[config.mk]
export PLATFORM = sky130hd
export DESIGN_NAME = dma_ctrl
export DESIGN_NICKNAME = d
export VERILOG_FILES = /design/src/rtl/dma_ctrl_pkg.sv /design/src/rtl/sync_fifo.sv /design/src/rtl/dma_ctrl.sv
export SDC_FILE = /design/constraint.sdc
export NUM_CORES = 1
export LEC_CHECK = 0
export BUFFER_PORTS_ARGS = -buffer_cell sky130_fd_sc_hd__buf_2
export CAP_MARGIN = 40
export CELL_PAD_IN_SITES_DETAIL_PLACEMENT = 1
export CELL_PAD_IN_SITES_GLOBAL_PLACEMENT = 2
export CORE_MARGIN = 3
export CORE_UTILIZATION = 46
export DETAILED_ROUTE_END_ITERATION = 12
export PLACE_DENSITY_LB_ADDON = 0.05
export SKIP_CTS_REPAIR_TIMING = 1
export SYNTH_ARGS = -nofsm -noshare
export SYNTH_HDL_FRONTEND = slang
export SYNTH_SLANG_ARGS = --single-unit
[constraint.sdc]
create_clock -name clock -period 5.6 [get_ports clock]
set_input_delay 0.28 -clock clock [delete_from_list [all_inputs] [get_ports clock]]
set_output_delay 0.28 -clock clock [all_outputs]
set_load 0.01 [all_outputs]
[src/rtl/dma_ctrl_pkg.sv]
// dma_ctrl_pkg: shared types and constants for the DMA stream-source controller.
//   state_e   : controller FSM states (IDLE/RUN/DONE), encoded as on gpio1/led.
//   DATA_W    : AXI4-Stream data width.
//   TKEEP_ALL : tkeep value driven on every master beat.
package dma_ctrl_pkg;

   localparam int         DATA_W    = 32;
   localparam logic [3:0] TKEEP_ALL = 4'hF;

   typedef enum logic [1:0] {
      IDLE = 2'd0,
      RUN  = 2'd1,
      DONE = 2'd2
   } state_e;

endpackage

[src/rtl/sync_fifo.sv]
// sync_fifo: single-clock FIFO with first-word-fall-through output.
//   clk_i, rst_i          : clock, synchronous active-high reset (empties FIFO)
//   wr_en_i, wr_data_i    : push; ignored while full
//   rd_en_i, rd_data_o    : pop; rd_data_o always shows the head entry
//   full_o, empty_o       : occupancy flags
//   level_o               : number of stored entries (0..DEPTH)
// DEPTH must be a power of two >= 2 so the pointers wrap naturally.
module sync_fifo #(
   parameter int WIDTH = 33,
   parameter int DEPTH = 16,
   localparam int AW  = $clog2(DEPTH)
) (
   input  logic             clk_i,
   input  logic             rst_i,
   input  logic             wr_en_i,
   input  logic [WIDTH-1:0] wr_data_i,
   input  logic             rd_en_i,
   output logic [WIDTH-1:0] rd_data_o,
   output logic             full_o,
   output logic             empty_o,
   output logic [AW:0]      level_o
);

   logic [WIDTH-1:0] mem_q [DEPTH];
   logic [AW-1:0]    wr_ptr_q, rd_ptr_q;
   logic [AW:0]      level_q;
   logic             wr_fire, rd_fire;

   assign full_o    = (level_q == (AW+1)'(DEPTH));
   assign empty_o   = (level_q == '0);
   assign level_o   = level_q;
   assign wr_fire   = wr_en_i && !full_o;
   assign rd_fire   = rd_en_i && !empty_o;
   // Head is read straight from storage: a word written at an edge is
   // visible on rd_data_o right after that edge.
   assign rd_data_o = mem_q[rd_ptr_q];

   always_ff @(posedge clk_i) begin
      if (wr_fire) mem_q[wr_ptr_q] <= wr_data_i;
   end

   always_ff @(posedge clk_i) begin
      if (rst_i) begin
         wr_ptr_q <= '0;
         rd_ptr_q <= '0;
         level_q  <= '0;
      end else begin
         if (wr_fire) wr_ptr_q <= wr_ptr_q + 1'b1;
         if (rd_fire) rd_ptr_q <= rd_ptr_q + 1'b1;
         case ({wr_fire, rd_fire})
            2'b10:   level_q <= level_q + 1'b1;
            2'b01:   level_q <= level_q - 1'b1;
            default: level_q <= level_q;
         endcase
      end
   end

endmodule

[src/rtl/dma_ctrl.sv]
// dma_ctrl: emits one AXI4-Stream packet per software start, either a
// generated indexed pattern or words looped back through a FIFO.
//   clock, reset          : sole clock; synchronous active-high reset
//   gpio0                 : [0] start (level), [1] mode (0 gen, 1 loopback)
//   gpio1                 : {pkt_cnt, fifo_level[7:0], 6'b0, state}
//   led                   : {pkt_cnt[7:0], fifo_full, fifo_empty, state}
//   s_t*                  : AXIS slave into the loopback FIFO (tkeep ignored)
//   m_t*                  : AXIS master output
module dma_ctrl
   import dma_ctrl_pkg::*;
#(
   parameter int PKT_LEN    = 16,
   parameter int FIFO_DEPTH = 16
) (
   input  logic              clock,
   input  logic              reset,
   output logic [11:0]       led,
   input  logic [31:0]       gpio0,
   output logic [31:0]       gpio1,
   input  logic [DATA_W-1:0] s_tdata,
   input  logic [3:0]        s_tkeep,
   input  logic              s_tlast,
   input  logic              s_tvalid,
   output logic              s_tready,
   output logic [DATA_W-1:0] m_tdata,
   output logic [3:0]        m_tkeep,
   output logic              m_tlast,
   output logic              m_tvalid,
   input  logic              m_tready
);

   localparam int          LVL_W  = $clog2(FIFO_DEPTH) + 1;
   localparam logic [15:0] K_LAST = 16'(PKT_LEN - 1);

   state_e      state_q, state_d;
   logic        mode_q;                 // 1 = loopback, latched at start
   logic [15:0] k_q, seq_q, pkt_cnt_q;

   logic              fifo_wr, fifo_rd, fifo_full, fifo_empty;
   logic [DATA_W:0]   fifo_dout;
   logic [LVL_W-1:0]  fifo_level;
   logic              xfer, last_xfer, gen_xfer;

   // tkeep and the spare control bits are deliberately unused.
   logic unused_ok;
   assign unused_ok = ^{s_tkeep, gpio0[31:2]};

   assign s_tready = !fifo_full && !reset;
   assign fifo_wr  = s_tvalid && s_tready;

   sync_fifo #(
      .WIDTH (DATA_W + 1),
      .DEPTH (FIFO_DEPTH)
   ) u_fifo (
      .clk_i     (clock),
      .rst_i     (reset),
      .wr_en_i   (fifo_wr),
      .wr_data_i ({s_tlast, s_tdata}),
      .rd_en_i   (fifo_rd),
      .rd_data_o (fifo_dout),
      .full_o    (fifo_full),
      .empty_o   (fifo_empty),
      .level_o   (fifo_level)
   );

   always_comb begin
      state_d  = state_q;
      m_tvalid = 1'b0;
      m_tdata  = '0;
      m_tlast  = 1'b0;
      if (state_q == RUN) begin
         if (mode_q) begin
            m_tvalid = !fifo_empty;
            if (!fifo_empty) begin
               m_tdata = fifo_dout[DATA_W-1:0];
               m_tlast = fifo_dout[DATA_W];
            end
         end else begin
            m_tvalid = 1'b1;
            m_tdata  = {k_q, seq_q};
            m_tlast  = (k_q == K_LAST);
         end
      end
      case (state_q)
         IDLE:    if (gpio0[0]) state_d = RUN;
         RUN:     if (m_tvalid && m_tready && m_tlast) state_d = DONE;
         DONE:    if (!gpio0[0]) state_d = IDLE;
         default: state_d = IDLE;
      endcase
   end

   assign m_tkeep   = TKEEP_ALL;
   assign xfer      = m_tvalid && m_tready;
   assign last_xfer = xfer && m_tlast;
   assign gen_xfer  = xfer && !mode_q;
   assign fifo_rd   = xfer && mode_q;

   always_ff @(posedge clock) begin
      if (reset) begin
         state_q   <= IDLE;
         mode_q    <= 1'b0;
         k_q       <= '0;
         seq_q     <= '0;
         pkt_cnt_q <= '0;
      end else begin
         state_q <= state_d;
         if (state_q == IDLE && gpio0[0]) mode_q <= gpio0[1];
         if (gen_xfer) begin
            k_q   <= (k_q == K_LAST) ? '0 : k_q + 1'b1;
            seq_q <= seq_q + 1'b1;
         end
         if (last_xfer) pkt_cnt_q <= pkt_cnt_q + 1'b1;
      end
   end

   assign gpio1 = {pkt_cnt_q, 8'(fifo_level), 6'b0, state_q};
   assign led   = {pkt_cnt_q[7:0], fifo_full, fifo_empty, state_q};

endmodule

==> results of run 1 <==
-- routing by layer --
layer  GRT usage [%]  up-vias
met4           5.350        4
met3           3.269       74
met2           34.10      314
met5               0        -
met1           31.30     6464
li1                -     5230
-- cell families after synthesis --
| logic type | Yosys count | share of synthesized area (%) |
|---|---|---|
| flops | 596 | 72.94 |
| simple gates | 230 | 4.670 |
| mux | 183 | 16.41 |
| buf+inv | 99 | 2.041 |
| compound gates | 73 | 1.930 |
| xor+xnor | 39 | 1.447 |
| fa+ha+maj | 10 | 0.5301 |
| other cells | 2 | 0.03182 |
-- state kept, by name (all words and copies together) (netlist names), named ones only --
register,flops
u_fifo.level_o,5
pkt_cnt_q,16
mode_q,1
u_fifo.rd_ptr_q,4
u_fifo.wr_ptr_q,4
k_q,16
u_fifo.mem_q,528
state_q,2
seq_q,16
-- cell type report --
cell class	count	area (um2)
fillers	4535	23170
flip-flops and latches	596	17230
multi-input cells	548	6068
clock buffers	93	1817
repair buffers	147	953.4
well taps	672	840.8
clock inverters	24	247.7
inverters	12	45.04
diodes	1	2.502
-- metrics by stage --
step	power [mW]	utilization, %	hold WS [ns]	area (um2)	setup WS (ns)
2_1_floorplan	5.086	-	0.3789	23650	1.394
3_3_place_gp	5.189	49.61	0.4752	24990	2.142
3_5_place_dp	5.202	49.88	0.4866	25130	2.050
4_1_cts	9.394	53.98	-0.07050	27190	1.849
5_1_grt	9.592	54.00	0.01252	27200	1.761
6_report	9.284	54.00	0.002434	27200	1.937
-- tightest hold or removal path, stage by stage --
cell,delay (ns)
buf_2,0.10
a31oi_1,0.08
nor2_1,0.08
-- power breakdown --
part / internal (mW) / leakage (nW) / switching [mW]
clock network: 2.49 / 0.990 / 1.69
registers: 4.86 / 5.31 / 0.0137
logic: 0.0721 / 2.31 / 0.157
total: 7.43 / 8.61 / 1.86
-- final timing paths --
path                startpoint                   to  slack, ns
min reg2reg      pkt_cnt_q[15]        pkt_cnt_q[15]       0.49
max reg2reg  u_fifo.level_o[2]  u_fifo.mem_q[7][17]       2.06
max                   register          m_tdata[19]       1.94
min                   gpio0[0]           state_q[1]      0.002
-- placed cells by master, fill, tap and decap left out, types with 5 or more instances in the layout --
master	synthesis	routed
clkinv_1	1	11
and3_1	5	5
nand4_1	17	17
conb_1	2	13
ha_1	10	10
edfxtp_1	528	528
dfxtp_1	68	64
bufinv_16	0	5
nand3_1	15	15
mux4_2	163	163
clkbuf_16	0	69
or3_1	13	13
nor4_1	9	9
nand2_1	35	35
or4_1	7	7
inv_1	11	11
xor2_1	25	25
buf_2	1	108
nor2_4	0	12
o21ai_0	16	16
nor2_1	103	91
xnor2_1	14	14
clkbuf_1	36	24
a22oi_1	18	18
buf_4	25	31
mux2i_1	18	18
a21oi_1	23	23
==> qor.yml, run 1 <==
clk_pin_slew_ns: 0.06
start_util_pct: 46.86
finalSetupTns_ns: 0
fin_skew_ns: 0.02105
worstHoldPathCells: 3
die-area_mm2: 0.05407
ys.flop_type: "edfxtp_1"
critical_path_class: "register to output pin"
slew_headroom_pct: 39.87
clock-sinks: 596
rsz0062_at_grt: "no"
syn_area_mm2: 0.02360
cts_tree: "built"
crit_cells: 7
yosys.area.top_type: "edfxtp_1"
post-synth-top-area-fraction_pct: 67.17
ant_nets: 0
crit_path_frequent_cell: "mux4_2"
tightest_slew_ns: 0.8998
layout.cells.non_filler: 2093
crit_buf_inv: 3
finalWirelength_mm: 56.83
grt_pass1_vias: 12570
cts_root_buffer: "clkbuf_16"
p_leak_nw: 8.606
vias_per_cell: 5.774
critPathTopFamily: "multiplexers"
hpwl_mm: 33.28
slew_viol_final: 0
cp-end-kind: "output pin"
cts_max_level: 3
max_clock_freq_mhz: 273.0
reg2regPathDepth: 5
ys_types: 48
cp.required_ns: 5.32
syn_inst: 1232
die_y_um: 232.5
drive_gt1_share_pct: 29.51
nets: 1454
grt_start_max_net_pins: 68
fin_crit_ns: 3.663
core-area_mm2: 0.05038
setup_viol: 0
synth_seq_area_share_pct: 72.94
yosysMostFrequentCell: "edfxtp_1"
fin_crit_sh_pct: 65.41
clock_path_buffers: 3
dr.pass1.iters: 5
wl_per_cell_um: 27.15
routed.top_layer: "met5"
num_rows: 82
antenna_found_initial: 4
yosys-top-cells-count: "edfxtp_1 (528), mux4_2 (163), nor2_1 (103), dfxtp_1 (68), clkbuf_1 (36)"
ir_drop_uv: 228.4
placed_cells: 1974
synth_seq_cells: 596
ioPinCount: 156
clk_latency_ns: 0.58
cts_buffers: 66
num_vias: 12090
area_delta_synth_final_pct: 15.25
min_path_type: "primary input to register"
drt_iter0_markers: 997
crit_chain: "buf_16 -> buf_4 -> mux4_2 -> mux4_2 -> mux2i_1 -> nor2_1 -> buf_2"
p_per_area_mw_per_mm2: 341.3
drcViolationCount: 0
avgSynthCellArea_um2: 19.16
cp-start-kind: "register"
max_cap_violations: 0
arrival_ns: 3.38
async_flop_share_pct: 0
grt_first_pass_wirelength_mm: 83.82
cp_max_fo: 38
ys_top_cells_by_area: "edfxtp_1 (67%), mux4_2 (16%), dfxtp_1 (5.8%)"
hold_viol: 0
grtUsageTotal_pct: 21.38
dieWidth_um: 232.5
synth-warning-count: 0
met2_length_mm: 27.56
io_buffer_count: 108
overflow: 0
crit_path_max_incr_delay_ns: 0.60
finalWeightedCongestion: 0.7166
status: "completed"
synth_edf_count: 528
slowest_stage: "dfxtp_4"
wl_met3_mm: 2.996
m1WireLength_mm: 25.30
Power figures use the tool's default switching activity.
==> run 2: changes to the inputs <==
- clock period: 5.6 -> 3.7 ns (I/O delays scaled with it)
==> qor.yml, run 2 (synthesized netlist as in run 1, its figures left out) <==
pre_cts_ws_ns: 0.5620  # -1.488 ns
cts_buffers: 61  # -7.6%
die_y_um: 232.5  # unchanged
tightest_slew_ns: 0.7270  # -0.1727 ns
overflow: 0  # unchanged
finish.utilization_pct: 54.67  # +0.67 points
core-area_mm2: 0.05038  # unchanged
drive_gt1_share_pct: 29.46  # -0.043 points
layout.cells.non_filler: 2128  # +1.7%
min_path_type: "primary input to register"
clock-sinks: 596  # unchanged
power.total_mw: 13.67  # +47%
placed_cells: 1981  # +0.35%
area_delta_synth_final_pct: 16.67
finalSetupTns_ns: 0  # unchanged
crit_path_max_incr_delay_ns: 0.69  # +0.09 ns
status: "completed"
largest_reg_flops: 528  # unchanged
fin_crit_sh_pct: 93.51
final_cell_mix: "edfxtp_1 (528), mux4_2 (163), buf_2 (108)"
critical_path_class: "register to output pin"
clk_latency_ns: 0.63  # +0.05 ns
start_util_pct: 46.86  # unchanged
fin_crit_ns: 3.460
drt_iter0_markers: 1080  # +8.3%
dieWidth_um: 232.5  # unchanged
clk_pin_slew_ns: 0.06  # about the same
ioPinCount: 156  # unchanged
worst_slack_ns: 0.2400  # -1.697 ns
finalWirelength_mm: 56.12  # -1.2%
vias_per_cell: 5.657  # -2.0%
grt_first_pass_wirelength_mm: 82.87  # -1.1%
dr.pass1.iters: 5  # unchanged
ant_nets: 0  # unchanged
slew_viol_final: 0  # unchanged
p_leak_nw: 8.709  # +1.2%
cp_max_fo: 32  # -16%
crit_path_frequent_cell: "mux4_2"
fin_skew_ns: 0.01970  # -0.001351 ns
nets: 1491  # +2.5%
p_per_area_mw_per_mm2: 496.4  # +45%
arrival_ns: 3.28  # -0.10 ns
hold_viol: 0  # unchanged
wl_per_cell_um: 26.37  # -2.9%
setup_viol: 0  # unchanged
die-area_mm2: 0.05407  # unchanged
num_rows: 82  # unchanged
final_common_cell: "edfxtp_1"
hpwl_mm: 32.17  # -3.3%
clock_path_buffers: 3  # unchanged
max_cap_violations: 0  # unchanged
ir_drop_uv: 412.1  # +80%
cts_root_buffer: "clkbuf_16"
num_vias: 12040  # -0.40%
grt_pass1_vias: 12410  # -1.3%
rsz0062_at_grt: "no"
finalWeightedCongestion: 0.7213  # +0.66%
antenna_found_initial: 2  # -2
slowest_stage: "dfxtp_4"
crit_chain: "buf_12 -> mux4_2 -> mux4_2 -> mux2i_1 -> nor2_1 -> buf_2"
slew_headroom_pct: 51.42  # +12 points
grtUsageTotal_pct: 21.01  # -0.37 points
cp.required_ns: 3.51  # -1.81 ns
max_clock_freq_mhz: 289.0
grt_start_max_net_pins: 60  # -12%
cts_tree: "built"
drcViolationCount: 0  # unchanged
io_buffer_count: 108  # unchanged
n_antenna_cell: 0  # -1
cts_max_level: 2  # -1
cp-start-kind: "register"
cp-end-kind: "output pin"
regMostFlops: "u_fifo.mem_q"
[run 2: cell types whose count changed in the layout (fill, tap and decap cells not counted), moves of 2 or more]
cell,before,now
clkinv_1,11,18
buf_12,3,14
buf_16,4,0
clkinv_2,4,8
nor3_4,0,4
nor3_2,4,0
clkbuf_1,24,9
dlygate4sd3_1,1,35
clkinv_8,0,2
clkinvlp_4,3,5
clkinv_4,0,2
clkbuf_16,69,61
[run 2: through the flow]
stage,hold slack (ns),instance area [um2]
2_1_floorplan,0.2839,23670
6_report,0.03227,27540
3_3_place_gp,0.4404,25250
5_1_grt,0.02138,27540
3_5_place_dp,0.4253,25250
4_1_cts,-0.2328,27170
[run 2: worst paths after layout]
path,start,endpoint,slack (ns),depth (start not counted)
setup / recovery,register,m_tdata[19],0.24,6
hold / removal,m_tready,pkt_cnt_q[2],0.03,5
setup reg to reg,u_fifo.level_o[1],u_fifo.level_o[4],0.57,11
hold reg to reg,seq_q[1],seq_q[1],0.49,2
[run 2: cell type report]
cell class / count / area, um2
Multi-Input combinational cell: 548 / 6093
Tap cell: 672 / 840.8
Inverter: 12 / 45.04
Sequential cell: 596 / 17230
Clock buffer: 70 / 1560
Clock inverter: 41 / 359.1
Timing Repair Buffer: 189 / 1411
Fill cell: 4495 / 22840
[run 2: report_power, final]
group | switching, mW | internal (mW)
sequential | 0.0215 | 7.36
clock | 2.54 | 3.36
combinational | 0.246 | 0.138
total | 2.81 | 10.9
[run 2: worst max-delay path, delay by kind of cell (launching register included)]
kind	cells	cell delay (ns)
buf+inv	2	0.49
simple gates	1	0.07
mux	3	1.36
flops	1	0.69
[run 2: per-layer routing]
layer | track usage, % | part of all wire [%] | vias to the layer above
met1 | 29.44 | 44 | 6394
li1 | - | - | 5320
met2 | 34.74 | 50 | 256
met3 | 4.163 | 4.8 | 68
met4 | 4.176 | 1.5 | 0
met5 | 0 | 0 | -
==> run 3: changes to the inputs <==
- PLACE_DENSITY_LB_ADDON: 0.05 -> 0.25
==> qor.yml, run 3 (synthesized netlist as in run 1, its figures left out) <==
slew_viol_final: 0  # unchanged
die-area_mm2: 0.05407  # unchanged
p_per_area_mw_per_mm2: 488.8  # -1.5%
die_y_um: 232.5  # unchanged
cts_buffers: 59  # -3.3%
ioPinCount: 156  # unchanged
finalWeightedCongestion: 0.7257  # +0.61%
m1WireLength_mm: 24.10  # -2.3%
wl_per_cell_um: 26.53  # +0.59%
power.total_mw: 13.41  # -1.9%
drive_gt1_share_pct: 29.88  # +0.41 points
hold_viol: 0  # unchanged
met2_length_mm: 28.29  # +1.2%
rsz0062_at_grt: "no"
clk_pin_slew_ns: 0.06  # about the same
grt_pass1_vias: 12640  # +1.8%
cts_tree: "built"
cp_max_fo: 39  # +22%
regMostFlops: "u_fifo.mem_q"
ir_drop_uv: 381.9  # -7.3%
antenna_found_initial: 2  # unchanged
io_buffer_count: 108  # unchanged
cts_max_level: 2  # unchanged
ant_nets: 0  # unchanged
start_util_pct: 46.86  # unchanged
grt_start_max_net_pins: 60  # unchanged
dr.pass1.iters: 5  # unchanged
core-area_mm2: 0.05038  # unchanged
cp-start-kind: "register"
largest_reg_flops: 528  # unchanged
design_area_mm2: 0.02744  # -0.36%
fin_skew_ns: 0.02271  # +0.003014 ns
routed.top_layer: "met5"
slew_headroom_pct: 51.03  # -0.39 points
finalWirelength_mm: 56.72  # +1.1%
tightest_slew_ns: 0.7346  # +0.007508 ns
dieWidth_um: 232.5  # unchanged
finalSetupTns_ns: 0  # unchanged
cp.required_ns: 3.51  # about the same
whs_ns: 0.05173  # +0.01946 ns
grt_first_pass_wirelength_mm: 83.93  # +1.3%
grtUsageTotal_pct: 21.28  # +0.27 points
cts_root_buffer: "clkbuf_16"
p_leak_nw: 8.708  # about the same
fin_crit_sh_pct: 90.81  # -2.7 points
max_cap_violations: 0  # unchanged
clock-sinks: 596  # unchanged
max_clock_freq_mhz: 297.6  # +3.0%
nets: 1499  # +0.54%
critical_path_class: "register to output pin"
cp-end-kind: "output pin"
fin_crit_ns: 3.360  # -0.1001 ns
overflow: 0  # unchanged
clk_latency_ns: 0.62  # about the same
final_common_cell: "edfxtp_1"
num_rows: 82  # unchanged
min_path_type: "primary input to register"
clock_path_buffers: 3  # unchanged
wl_met3_mm: 3.486  # +29%
n_antenna_cell: 0  # unchanged
area_delta_synth_final_pct: 16.25
drt_iter0_markers: 1188  # +10%
final_cell_mix: "edfxtp_1 (528), mux4_2 (163), buf_2 (108)"
arrival_ns: 3.17  # -0.11 ns
hpwl_mm: 33.25  # +3.4%
status: "completed"
detailed_place.area_mm2: 0.02528  # +0.11%
vias_per_cell: 5.743  # +1.5%
setup_viol: 0  # unchanged
num_vias: 12280  # +2.0%
drcViolationCount: 0  # unchanged
run 3: area by class of cell:
type | count | area [um2]
clock inverters | 40 | 290.3
inverters | 12 | 45.04
flip-flops and latches | 596 | 17230
repair buffers | 199 | 1419
multi-input cells | 548 | 6093
clock buffers | 71 | 1521
fillers | 4492 | 22940
well taps | 672 | 840.8
run 3: critical path, stage by stage, from the launching register on:
cell     delay, ns
dfxtp_4       0.36
buf_16        0.28
buf_4         0.34
mux4_2        0.56
mux4_2        0.58
mux2i_1       0.19
nor2_1        0.06
buf_2         0.14
run 3: where the power goes:
group	switching (mW)	internal [mW]	leakage [nW]	total (mW)
sequential	0.0207	7.36	5.31	7.38
clock	2.51	3.14	0.882	5.65
combinational	0.245	0.137	2.52	0.382
run 3: path summary, 6_finish.rpt:
check | startpoint | end | slack, ns | cells after the start
max reg2reg | u_fifo.level_o[3] | u_fifo.level_o[4] | 0.65 | 11
min | m_tready | pkt_cnt_q[2] | 0.05 | 5
min reg2reg | seq_q[1] | seq_q[1] | 0.49 | 2
max | register | m_tdata[18] | 0.34 | 7
run 3: routing by layer:
| metal | vias to the layer above | global-route usage [%] |
|---|---|---|
| met5 | - | 0 |
| met2 | 403 | 35.34 |
| li1 | 5311 | - |
| met3 | 69 | 4.469 |
| met1 | 6492 | 29.61 |
| met4 | 4 | 4.003 |
run 3: stage by stage:
step                      cells  setup slack (ns)  utilization (%)
final                      2138            0.3400            54.47
after floorplan            1243            0.3746                -
after CTS                  2103            0.2945            53.77
after global placement     1991            0.6285            50.12
after global routing       2138            0.1641            54.47
after detailed placement   1992            0.6410            50.18
